<file path="src/rtl/soric_dbus_xbar_if.sv">
// Bus bundle between the core data ports and the SRAM banks of soric_dbus_xbar.
// The master modport is the environment side (cores + SRAMs); the slave modport is the crossbar.
interface soric_dbus_xbar_if #(
    parameter int NCORE       = 2,
    parameter int NSRAM       = 4,
    parameter int D_ADDR_W    = 14,
    parameter int SRAM_ADDR_W = 11
);
    logic [NCORE-1:0]                   m_req_i;
    logic [NCORE*D_ADDR_W-1:0]          m_addr_i;
    logic [NCORE-1:0]                   m_we_i;
    logic [NCORE*4-1:0]                 m_be_i;
    logic [NCORE*32-1:0]                m_wdata_i;
    logic [NCORE-1:0]                   m_gnt_o;
    logic [NCORE-1:0]                   m_rvalid_o;
    logic [NCORE*32-1:0]                m_rdata_o;

    logic [NSRAM-1:0]                   s_csb_o;
    logic [NSRAM-1:0]                   s_web_o;
    logic [NSRAM*4-1:0]                 s_wmask_o;
    logic [NSRAM*(SRAM_ADDR_W-2)-1:0]   s_addr_o;
    logic [NSRAM*32-1:0]                s_wdata_o;
    logic [NSRAM*32-1:0]                s_rdata_i;

    modport master (
        output m_req_i, m_addr_i, m_we_i, m_be_i, m_wdata_i,
        input  m_gnt_o, m_rvalid_o, m_rdata_o,
        input  s_csb_o, s_web_o, s_wmask_o, s_addr_o, s_wdata_o,
        output s_rdata_i
    );

    modport slave (
        input  m_req_i, m_addr_i, m_we_i, m_be_i, m_wdata_i,
        output m_gnt_o, m_rvalid_o, m_rdata_o,
        output s_csb_o, s_web_o, s_wmask_o, s_addr_o, s_wdata_o,
        input  s_rdata_i
    );
endinterface

</file>
<file path="src/rtl/soric_dbus_xbar.sv">
// Core-to-SRAM data crossbar: address decode, per-bank round-robin arbitration,
// SRAM port drive and one-cycle read-data return to the requesting core.
module soric_dbus_xbar #(
    parameter int NCORE       = 2,
    parameter int NSRAM       = 4,
    parameter int D_ADDR_W    = 14,
    parameter int SRAM_ADDR_W = 11,
    parameter int BANK_W      = $clog2(NSRAM)
) (
    input logic              clk_i,
    input logic              rst_ni,
    soric_dbus_xbar_if.slave bus
);

    localparam int M_W    = (NCORE > 1) ? $clog2(NCORE) : 1;
    localparam int WA_W   = SRAM_ADDR_W - 2;
    localparam int HI_LSB = SRAM_ADDR_W + BANK_W;

    logic [NCORE-1:0]    req_act;
    logic [NCORE-1:0]    req_oor;
    logic [NCORE-1:0]    req_hit;
    logic [NCORE-1:0]    gnt;
    logic [D_ADDR_W-1:0] m_addr  [NCORE];
    logic [3:0]          m_be    [NCORE];
    logic [31:0]         m_wdata [NCORE];
    logic [BANK_W-1:0]   m_bank  [NCORE];
    logic [31:0]         s_rdata [NSRAM];

    logic [M_W-1:0]      last_q   [NSRAM];
    logic [NSRAM-1:0]    bank_vld;
    logic [M_W-1:0]      bank_sel [NSRAM];

    logic [NCORE-1:0]    rvalid_q;
    logic [NCORE-1:0]    we_q;
    logic [NCORE-1:0]    oor_q;
    logic [BANK_W-1:0]   bank_q [NCORE];

    // Requests are masked while reset is held so no grant or chip select leaks out.
    assign req_act = bus.m_req_i & {NCORE{rst_ni}};

    for (genvar m = 0; m < NCORE; m++) begin : g_dec
        logic unused_lsb;
        assign m_addr[m]  = bus.m_addr_i[m*D_ADDR_W +: D_ADDR_W];
        assign m_be[m]    = bus.m_be_i[m*4 +: 4];
        assign m_wdata[m] = bus.m_wdata_i[m*32 +: 32];
        assign m_bank[m]  = m_addr[m][SRAM_ADDR_W +: BANK_W];
        assign req_oor[m] = req_act[m] & (|m_addr[m][D_ADDR_W-1:HI_LSB]);
        assign req_hit[m] = req_act[m] & ~(|m_addr[m][D_ADDR_W-1:HI_LSB]);
        assign unused_lsb = ^m_addr[m][1:0];
    end

    for (genvar b = 0; b < NSRAM; b++) begin : g_rdata
        assign s_rdata[b] = bus.s_rdata_i[b*32 +: 32];
    end

    // Rank 1 is the master right after last[b]; the lowest requesting rank wins.
    always_comb begin
        int lst;
        int rank;
        int best;
        lst      = 0;
        rank     = 0;
        best     = 0;
        bank_vld = '0;
        for (int b = 0; b < NSRAM; b++) begin
            bank_sel[b] = '0;
            lst         = int'(last_q[b]);
            best        = NCORE + 1;
            for (int m = 0; m < NCORE; m++) begin
                rank = (m > lst) ? (m - lst) : (m + NCORE - lst);
                if (req_hit[m] && (m_bank[m] == BANK_W'(b)) && (rank < best)) begin
                    best        = rank;
                    bank_vld[b] = 1'b1;
                    bank_sel[b] = M_W'(m);
                end
            end
        end
    end

    always_comb begin
        gnt = '0;
        for (int m = 0; m < NCORE; m++) begin
            gnt[m] = req_oor[m]
                   | (req_hit[m] & bank_vld[m_bank[m]] & (bank_sel[m_bank[m]] == M_W'(m)));
        end
    end

    assign bus.m_gnt_o = gnt;

    always_comb begin
        bus.s_csb_o   = '1;
        bus.s_web_o   = '1;
        bus.s_wmask_o = '0;
        bus.s_addr_o  = '0;
        bus.s_wdata_o = '0;
        for (int b = 0; b < NSRAM; b++) begin
            if (bank_vld[b]) begin
                bus.s_csb_o[b]                 = 1'b0;
                bus.s_web_o[b]                 = ~bus.m_we_i[bank_sel[b]];
                bus.s_wmask_o[b*4 +: 4]        = m_be[bank_sel[b]];
                bus.s_addr_o[b*WA_W +: WA_W]   = m_addr[bank_sel[b]][SRAM_ADDR_W-1:2];
                bus.s_wdata_o[b*32 +: 32]      = m_wdata[bank_sel[b]];
            end
        end
    end

    // After reset last[] points at the highest master so master 0 wins first.
    always_ff @(posedge clk_i or negedge rst_ni) begin
        if (!rst_ni) begin
            for (int b = 0; b < NSRAM; b++) begin
                last_q[b] <= M_W'(NCORE - 1);
            end
        end else begin
            for (int b = 0; b < NSRAM; b++) begin
                if (bank_vld[b]) begin
                    last_q[b] <= bank_sel[b];
                end
            end
        end
    end

    always_ff @(posedge clk_i or negedge rst_ni) begin
        if (!rst_ni) begin
            rvalid_q <= '0;
            we_q     <= '0;
            oor_q    <= '0;
            for (int m = 0; m < NCORE; m++) begin
                bank_q[m] <= '0;
            end
        end else begin
            rvalid_q <= gnt;
            for (int m = 0; m < NCORE; m++) begin
                if (gnt[m]) begin
                    we_q[m]   <= bus.m_we_i[m];
                    oor_q[m]  <= req_oor[m];
                    bank_q[m] <= m_bank[m];
                end
            end
        end
    end

    assign bus.m_rvalid_o = rvalid_q;

    // SRAM dout holds until the bank's next access, so it is safe to pass through unregistered.
    always_comb begin
        bus.m_rdata_o = '0;
        for (int m = 0; m < NCORE; m++) begin
            if (rvalid_q[m] && !we_q[m] && !oor_q[m]) begin
                bus.m_rdata_o[m*32 +: 32] = s_rdata[bank_q[m]];
            end
        end
    end

endmodule

</file>
<file path="src/flat_wrapper.sv">
// flat-port wrapper written by rule: the top's interface ports become plain ports
module soric_dbus_xbar_flat 
#(
    parameter int NCORE       = 2,
    parameter int NSRAM       = 4,
    parameter int D_ADDR_W    = 14,
    parameter int SRAM_ADDR_W = 11,
    parameter int BANK_W      = $clog2(NSRAM)
)
  (clk_i, rst_ni, bus_m_req_i, bus_m_addr_i, bus_m_we_i, bus_m_be_i, bus_m_wdata_i, bus_m_gnt_o, bus_m_rvalid_o, bus_m_rdata_o, bus_s_csb_o, bus_s_web_o, bus_s_wmask_o, bus_s_addr_o, bus_s_wdata_o, bus_s_rdata_i);
  soric_dbus_xbar_if #(.NCORE(NCORE), .NSRAM(NSRAM), .D_ADDR_W(D_ADDR_W), .SRAM_ADDR_W(SRAM_ADDR_W)) bus_i ();
  input logic clk_i;
  input logic rst_ni;
  input wire logic [$bits(bus_i.m_req_i)-1:0] bus_m_req_i;
  input wire logic [$bits(bus_i.m_addr_i)-1:0] bus_m_addr_i;
  input wire logic [$bits(bus_i.m_we_i)-1:0] bus_m_we_i;
  input wire logic [$bits(bus_i.m_be_i)-1:0] bus_m_be_i;
  input wire logic [$bits(bus_i.m_wdata_i)-1:0] bus_m_wdata_i;
  output wire logic [$bits(bus_i.m_gnt_o)-1:0] bus_m_gnt_o;
  output wire logic [$bits(bus_i.m_rvalid_o)-1:0] bus_m_rvalid_o;
  output wire logic [$bits(bus_i.m_rdata_o)-1:0] bus_m_rdata_o;
  output wire logic [$bits(bus_i.s_csb_o)-1:0] bus_s_csb_o;
  output wire logic [$bits(bus_i.s_web_o)-1:0] bus_s_web_o;
  output wire logic [$bits(bus_i.s_wmask_o)-1:0] bus_s_wmask_o;
  output wire logic [$bits(bus_i.s_addr_o)-1:0] bus_s_addr_o;
  output wire logic [$bits(bus_i.s_wdata_o)-1:0] bus_s_wdata_o;
  input wire logic [$bits(bus_i.s_rdata_i)-1:0] bus_s_rdata_i;
  assign bus_i.m_req_i = bus_m_req_i;
  assign bus_i.m_addr_i = bus_m_addr_i;
  assign bus_i.m_we_i = bus_m_we_i;
  assign bus_i.m_be_i = bus_m_be_i;
  assign bus_i.m_wdata_i = bus_m_wdata_i;
  assign bus_m_gnt_o = bus_i.m_gnt_o;
  assign bus_m_rvalid_o = bus_i.m_rvalid_o;
  assign bus_m_rdata_o = bus_i.m_rdata_o;
  assign bus_s_csb_o = bus_i.s_csb_o;
  assign bus_s_web_o = bus_i.s_web_o;
  assign bus_s_wmask_o = bus_i.s_wmask_o;
  assign bus_s_addr_o = bus_i.s_addr_o;
  assign bus_s_wdata_o = bus_i.s_wdata_o;
  assign bus_i.s_rdata_i = bus_s_rdata_i;
  soric_dbus_xbar #(.NCORE(NCORE), .NSRAM(NSRAM), .D_ADDR_W(D_ADDR_W), .SRAM_ADDR_W(SRAM_ADDR_W), .BANK_W(BANK_W)) u_core (.clk_i(clk_i), .rst_ni(rst_ni), .bus(bus_i));
endmodule
</file>
<file path="config.mk">
export PLATFORM = sky130hd
export DESIGN_NAME = soric_dbus_xbar_flat
export DESIGN_NICKNAME = d
export VERILOG_FILES = /design/src/rtl/soric_dbus_xbar_if.sv /design/src/rtl/soric_dbus_xbar.sv /design/src/flat_wrapper.sv
export SDC_FILE = /design/constraint.sdc
export NUM_CORES = 1
export LEC_CHECK = 0
export ABC_AREA = 1
export BUFFER_PORTS_ARGS = -buffer_cell sky130_fd_sc_hd__buf_2
export CAP_MARGIN = 40
export CORE_AREA = 3 3 190 192
export DETAILED_ROUTE_END_ITERATION = 12
export DIE_AREA = 0 0 193 195
export PLACE_DENSITY = 0.48
export SYNTH_ARGS = -nofsm -noshare
export SYNTH_HDL_FRONTEND = slang
export SYNTH_SLANG_ARGS = --single-unit
</file>
<file path="constraint.sdc">
create_clock -name clk_i -period 2.3 [get_ports clk_i]
set_input_delay 0.69 -clock clk_i [delete_from_list [all_inputs] [get_ports clk_i]]
set_output_delay 0.69 -clock clk_i [all_outputs]
set_load 0.05 [all_outputs]
</file>
==> results.yml, run 1 <==
die:
  floorplan.die_area_mm2: 0.0376
  die_x_um: 193
  core.rowCount: 68
  die_h_um: 195
  start_util: 0.152
  io_pins: 490
  core_area_mm2: 0.0345
job:
  maxCapViolCount: 0
global_routing:
  grt_overflow: 0
  track_usage: 0.211
  grt_pass1_wl_um: 62300
  antenna_found_initial: 1
  grt_max_degree: 52
  first_global_vias: 10400
  grtUsageMet3: 0.0287
  gr-usage-met2: 0.372
  gr-usage-met1: 0.267
  grt_busiest_layer: "met2"
clock_network:
  cts_max_path_buffers: 2
  cts-buffers-inserted: 3
  cts-hold-fix-buffers: 0
  clockRootBuffer: "clkbuf_16"
  clk_pin_slew_ps: 50
  cts.sinks: 14
  cts_tree: "built"
  clkLatencyLatePin_ps: 240
  h-tree-depth: 1
final_layout:
  syn_to_final_growth_pct: 239
  nNetsFinal: 1959
  stdcell_count: 2180
  drive_gt1_frac: 0.734
worst_setup_path:
  crit_chain: "buf_12, inv_12, nand3_4, nor2_4, nand2_8, buf_16, buf_8, o21ai_0, nor2_2, buf_6"
  critPathKind: "in -> out"
  crit_required_ps: 1610
  worstSetupEndpointType: "output pin"
  worstReg2RegStart: "u_core.last_q[2]"
  reg2reg_to: "u_core.bank_q[3]"
  cp_top_family: "simple AND/OR/NAND/NOR gates"
  worstPathArrival_ps: 2280
  crit_buf_inv: 5
  regToRegSetupSlack_ps: 460
  r2r_cells: 11
  cpPeakStageDelay_ps: 310
  startpoint_type: "input port"
  cp_slowest_cell: "o21ai_0"
  worstPathMaxFanout: 8
sta:
  setup_viol: 252
  final.setup.tns_ps: -101100
  fmax_mhz: 336
  hold_slack_ps: 484
  fin_crit_sh: 1.29
  worstMarginPinSlew_ps: 460
  slew_headroom: 0.690
  fin_ws_ps: -675
  rsz0062_at_grt: "true"
  finalMaxSlewViolations: 0
  fin_skew_ps: 1.10
  period_needed_ps: 2970
  hold_viol: 0
logic_synthesis:
  syn_area_per_cell_um2: 5.06
  syn_inst: 1037
  synth_edf_count: 0
  ys_top_cells_by_area: "a21oi_1 (28%), o21ai_0 (21%), o211ai_1 (9.2%), inv_1 (8.9%), nand2_1 (8.3%)"
  synth_area_leader_cell: "a21oi_1"
  synth_common_cells: "a21oi_1 (291), o21ai_0 (223), inv_1 (125), nand2_1 (116), o211ai_1 (64)"
  ys_seq_area_frac: 0.0677
  syn-num-nets: 1271
  synth_top_cell_area_share: 0.278
  synth_cell_types: 23
  synth_area_mm2: 0.00525
  synth_most_common_cell: "a21oi_1"
  async_flop_share: 1.00
  synth_ff_type: "dfrtp_1"
  synth_warnings: 0
  ys_ff_latch: 14
status:
  status: "finished, violations left"
  violations: "negative setup slack"
detailed_routing:
  drt_iter0_drc: 564
  vias: 10800
  drt-total-wl_um: 48900
  drcViolationCount: 0
  viasPerCell: 4.98
  ant_nets: 0
  routedWlPerCell_um: 22.4
  first_pass_iters: 5
pwr:
  peakVddDrop_mv: 0.261
  power_mw: 4.49
  p_leak_nw: 7.08
  power_density_mw_per_mm2: 252
placed_design:
  dp_hpwl_um: 29300
  place_congestion: 0.890
  dp_worst_setup_slack_ps: -861
  dp_cells: 2009
  portBuffers: 485
worst_hold_path:
  min_path_type: "reg -> reg"
  hold_end: "u_core.oor_q[0]"
  hold_depth: 2
  hp-start: "u_core.oor_q[0]"
[layout make-up]
cell class	instances	area, µm²
diodes	1	2.50
clock buffers	4	88.8
fillers	3042	16800
inverters	128	526
multi-input cells	794	7630
flip-flops and latches	14	368
well taps	455	569
repair buffers	784	8600
[through the flow]
stage                util  cell area [µm²]
floorplan               -             7800
global placement    0.346            11900
detailed placement  0.346            11900
CTS                 0.442            15300
global route        0.515            17800
finish              0.515            17800
[worst min-delay path: stages, from the launching register on]
cell	delay, ps
dfrtp_1	340
nand2_1	50
nand2_1	50
[routing by layer]
metal	vias to the layer above	share of wire	wire, µm
met4	0	0.029	1430
met5	-	0	0
met1	5283	0.41	20300
met2	447	0.50	24600
li1	5027	-	-
met3	90	0.054	2630
[report_power, final]
| group | switching, mW | total [mW] | internal (mW) |
|---|---|---|---|
| sequential | 0.0822 | 0.401 | 0.318 |
| combinational | 2.18 | 3.72 | 1.54 |
| clock | 0.0998 | 0.363 | 0.263 |
| total | 2.36 | 4.49 | 2.12 |
[cells in the final DEF, fill, tap and decap left out, types with 2 or more instances in the layout]
master,instances
nand3_4,5
dfrtp_1,6
nand2_8,8
nand2_4,6
nor2_4,10
nor2_1,12
bufbuf_16,2
inv_1,118
o211ai_1,64
inv_2,3
nor2_2,25
a21oi_1,49
nand2_2,10
buf_4,111
o21ai_1,55
clkinvlp_4,2
or3b_4,2
dfrtp_4,3
buf_16,26
nand3_1,12
buf_12,85
buf_8,51
a21oi_4,147
nand2_1,96
clkbuf_16,29
dfstp_2,4
buf_6,231
buf_2,251
o21ai_4,91
a21oi_2,96
o21ai_0,45
nand3_2,2
o21ai_2,56
[cells by family (layout without fill, tap and decap cells)]
kind of cell | after synthesis | in the layout | share of synthesized area
other | 0 | 1 | 0
DFF | 14 | 14 | 0.0677
buffers and inverters | 230 | 916 | 0.174
and+or+nand+nor | 187 | 188 | 0.147
AOI/OAI and AO/OA | 606 | 606 | 0.611
[timing repair]
action	CTS	global route
buffers inserted	67	46
gates cloned	25	32
resized for setup	607	434
pin swaps	44	103
endpoints found under the setup margin	254	254
[flip-flops by register name, indices dropped and copies added (netlist names)]
signal and flops:
u_core.bank_q 4, u_core.we_q 2, u_core.last_q 4, u_core.bus.m_rvalid_o 2, u_core.oor_q 2
[worst max-delay path by stage]
| stage | from | to | slack [ps] | depth (start not counted) |
|---|---|---|---|---|
| final | bus_m_addr_i[27] | bus_s_wdata_o[88] | -670 | 10 |
| after global routing | bus_m_addr_i[12] | bus_s_wdata_o[88] | -750 | 10 |
| after CTS | bus_m_req_i[0] | bus_s_wdata_o[91] | -570 | 12 |
| after detailed placement | rst_ni | bus_s_wdata_o[74] | -860 | 8 |
| after global placement | bus_m_addr_i[27] | bus_s_wdata_o[74] | -840 | 9 |
| after floorplan | bus_m_req_i[0] | bus_s_addr_o[27] | -410 | 7 |
Note: power is estimated with default switching activity, not from simulation.
==> run 2: changes to the inputs <==
--- a/config.mk
+++ b/config.mk
@@ -5,12 +5,11 @@
 export SDC_FILE = /design/constraint.sdc
 export NUM_CORES = 1
 export LEC_CHECK = 0
-export ABC_AREA = 1
 export BUFFER_PORTS_ARGS = -buffer_cell sky130_fd_sc_hd__buf_2
 export CAP_MARGIN = 40
-export CORE_AREA = 3 3 190 192
+export CORE_AREA = 3 3 192 194
 export DETAILED_ROUTE_END_ITERATION = 12
-export DIE_AREA = 0 0 193 195
+export DIE_AREA = 0 0 195 197
 export PLACE_DENSITY = 0.48
 export SYNTH_ARGS = -nofsm -noshare
 export SYNTH_HDL_FRONTEND = slang
==> run 2 against run 1 <==
  * The run still ends with negative setup slack left
  * Final area rose by 0.91%
  * Synthesized cell count down 18%
  * Worst setup slack worse by 74 ps
  * Flip-flop and latch count is the same
  * Core utilization fell by 0.78 points
  * Global-route usage is 2.2 points lower
  * Hold slack got worse by 130 ps
  * Fmax fell by 2.4%
  * Register-to-register slack worse by 160 ps
  * Die area increased by 2.1%
  * Critical path type unchanged
  * Critical endpoint is now bus_s_wdata_o[114]
  * Highest routed layer unchanged
==> results.yml, run 2 <==
status:
  status: "finished, violations left"
  violations: "negative setup slack"
sta:
  finalMaxSlewViolations: 0
  fin_crit_sh: 1.33
  fin_ws_ps: -748
  period_needed_ps: 3050
  setup_viol: 254
  rsz0062_at_grt: "true"
  slew_headroom: 0.689
  fin_skew_ps: 6.12
  hold_viol: 0
  worstMarginPinSlew_ps: 465
  hold_slack_ps: 358
  fmax_mhz: 328
global_routing:
  grt_pass1_wl_um: 57900
  grt_max_degree: 42
  first_global_vias: 9306
  track_usage: 0.189
  antenna_found_initial: 1
  grt_overflow: 0
pwr:
  power_density_mw_per_mm2: 226
  power_mw: 4.06
  peakVddDrop_mv: 0.255
  p_leak_nw: 7.91
final_layout:
  syn_to_final_growth_pct: 225
  drive_gt1_frac: 0.880
  mostFrequentLayoutCell: "buf_6"
  layout_common_cells: "buf_6 (233), buf_2 (223), nand2_4 (192), a21oi_4 (129), nand2_1 (124)"
  nNetsFinal: 1729
  top_regs: "u_core.bank_q: 4 flops, u_core.last_q: 4 flops"
job:
  maxCapViolCount: 0
detailed_routing:
  routedWlPerCell_um: 23.2
  viasPerCell: 4.82
  ant_nets: 0
  vias: 9432
  drt_iter0_drc: 312
  first_pass_iters: 5
  drt-total-wl_um: 45300
  drcViolationCount: 0
clock_network:
  h-tree-depth: 1
  cts.sinks: 14
  cts_max_path_buffers: 2
  clockRootBuffer: "clkbuf_16"
  cts_tree: "built"
  cts-buffers-inserted: 3
  clkLatencyLatePin_ps: 240
  clk_pin_slew_ps: 50
logic_synthesis:
  syn-num-nets: 1088
  syn_area_per_cell_um2: 6.46
  ys_ff_latch: 14
  synth_edf_count: 0
  synth_ff_type: "dfrtp_1"
  synth_top_cell_area_share: 0.261
  async_flop_share: 1.00
  synth_warnings: 0
  synth_area_mm2: 0.00552
  synth_cell_types: 44
  syn_inst: 854
  synth_area_leader_cell: "mux4_2"
  ys_top_cells_by_area: "mux4_2 (26%), nand2_1 (25%), a21oi_1 (13%), nor2b_1 (7.3%), dfrtp_1 (4.5%)"
  synth_most_common_cell: "nand2_1"
  synth_common_cells: "nand2_1 (362), a21oi_1 (144), mux4_2 (64), nor2b_1 (64), clkbuf_1 (48)"
  ys_seq_area_frac: 0.0644
die:
  die_h_um: 197
  start_util: 0.156
  core_area_mm2: 0.0354
  core.rowCount: 69
  io_pins: 490
  floorplan.die_area_mm2: 0.0384
  die_x_um: 195
worst_setup_path:
  crit_required_ps: 1610
  cp_slowest_cell: "a311o_2"
  worstSetupEndpointType: "output pin"
  cpPeakStageDelay_ps: 390
  critPathKind: "in -> out"
  worstPathMaxFanout: 7
  startpoint_type: "input port"
  crit_chain: "buf_8, nand4b_1, buf_6, a311o_2, buf_12, buf_12, clkbuf_16, nand2_1, a21oi_4, buf_6"
  worstPathArrival_ps: 2360
placed_design:
  dp_worst_setup_slack_ps: -890
  dp_hpwl_um: 29900
  place_congestion: 0.866
  portBuffers: 485
worst_hold_path:
  min_path_type: "in -> async"
-- run 2: cell types whose count changed after synthesis, sizes merged, moves of 15 or more --
cell and delta:
a21oi -148, inv -124, mux4 +64, nand2 +243
nand3 -15, nor2 -31, nor2b +64, o211ai -64
o21ai -204
-- run 2: final timing paths --
| check | startpoint | to | slack (ps) | depth (start not counted) |
|---|---|---|---|---|
| max | bus_m_addr_i[27] | bus_s_wdata_o[114] | -750 | 10 |
| min | rst_ni | u_core.bank_q[2] | 360 | 2 |
| max reg2reg | u_core.last_q[0] | u_core.bank_q[3] | 300 | 6 |
| min reg2reg | u_core.we_q[1] | u_core.we_q[1] | 530 | 1 |
| max in group asynchronous | rst_ni | u_core.last_q[1] | 1770 | 2 |
| min in group clk_i | u_core.we_q[1] | u_core.we_q[1] | 530 | 1 |
-- run 2: area by class of cell --
type | instances | area (µm²)
inverter | 4 | 15.0
fill | 3153 | 17500
tap | 461 | 577
antenna | 1 | 2.50
multi-input combinational | 750 | 8940
timing repair buffer | 722 | 7960
clock buffer | 4 | 88.8
sequential | 14 | 358
-- run 2: kinds of logic (layout without fill, tap and decap cells) --
logic type	after synthesis	after routing	synth area share
and+or+nand+nor	463	463	0.358
muxes	75	75	0.282
AOI/OAI and AO/OA	212	212	0.220
other	0	1	0
buffers and inverters	90	730	0.0755
DFF	14	14	0.0644
-- run 2: repair_timing --
item                       CTS  global route
setup endpoints to repair  257           256
buffers inserted            28            54
hold buffers                 0             0
resized for setup          393           768
cloned                      12            28
pin swaps                   60            98
-- run 2: layer usage --
metal  vias to the layer above  share of wire  global-route usage
met4                         0          0.018              0.0269
met5                         -              0                   0
met1                      4755           0.43               0.253
met2                       351           0.50               0.338
li1                       4272              -                   -
met3                        54          0.051              0.0197
-- run 2: stage by stage --
stage                     cell area [µm²]  setup TNS (ps)  utilization  cells
final                               17900         -129560        0.507   1956
after floorplan                      8670         -138590            -    854
after global routing                17900         -142520        0.507   1956
after global placement              12800         -149110        0.361   1847
after CTS                           14700         -134690        0.417   1888
after detailed placement            12800         -152130        0.361   1847
-- run 2: power by group --
part	switching (mW)	internal, mW
registers	0.0558	0.308
logic	1.71	1.62
clock network	0.0990	0.263
-- run 2: worst max-delay path: cells and delay by family --
kind                   cells  cell delay, ps
AO/OA/AOI/OAI              2             470
buffers and inverters      6             870
AND/OR/NAND/NOR            2             320
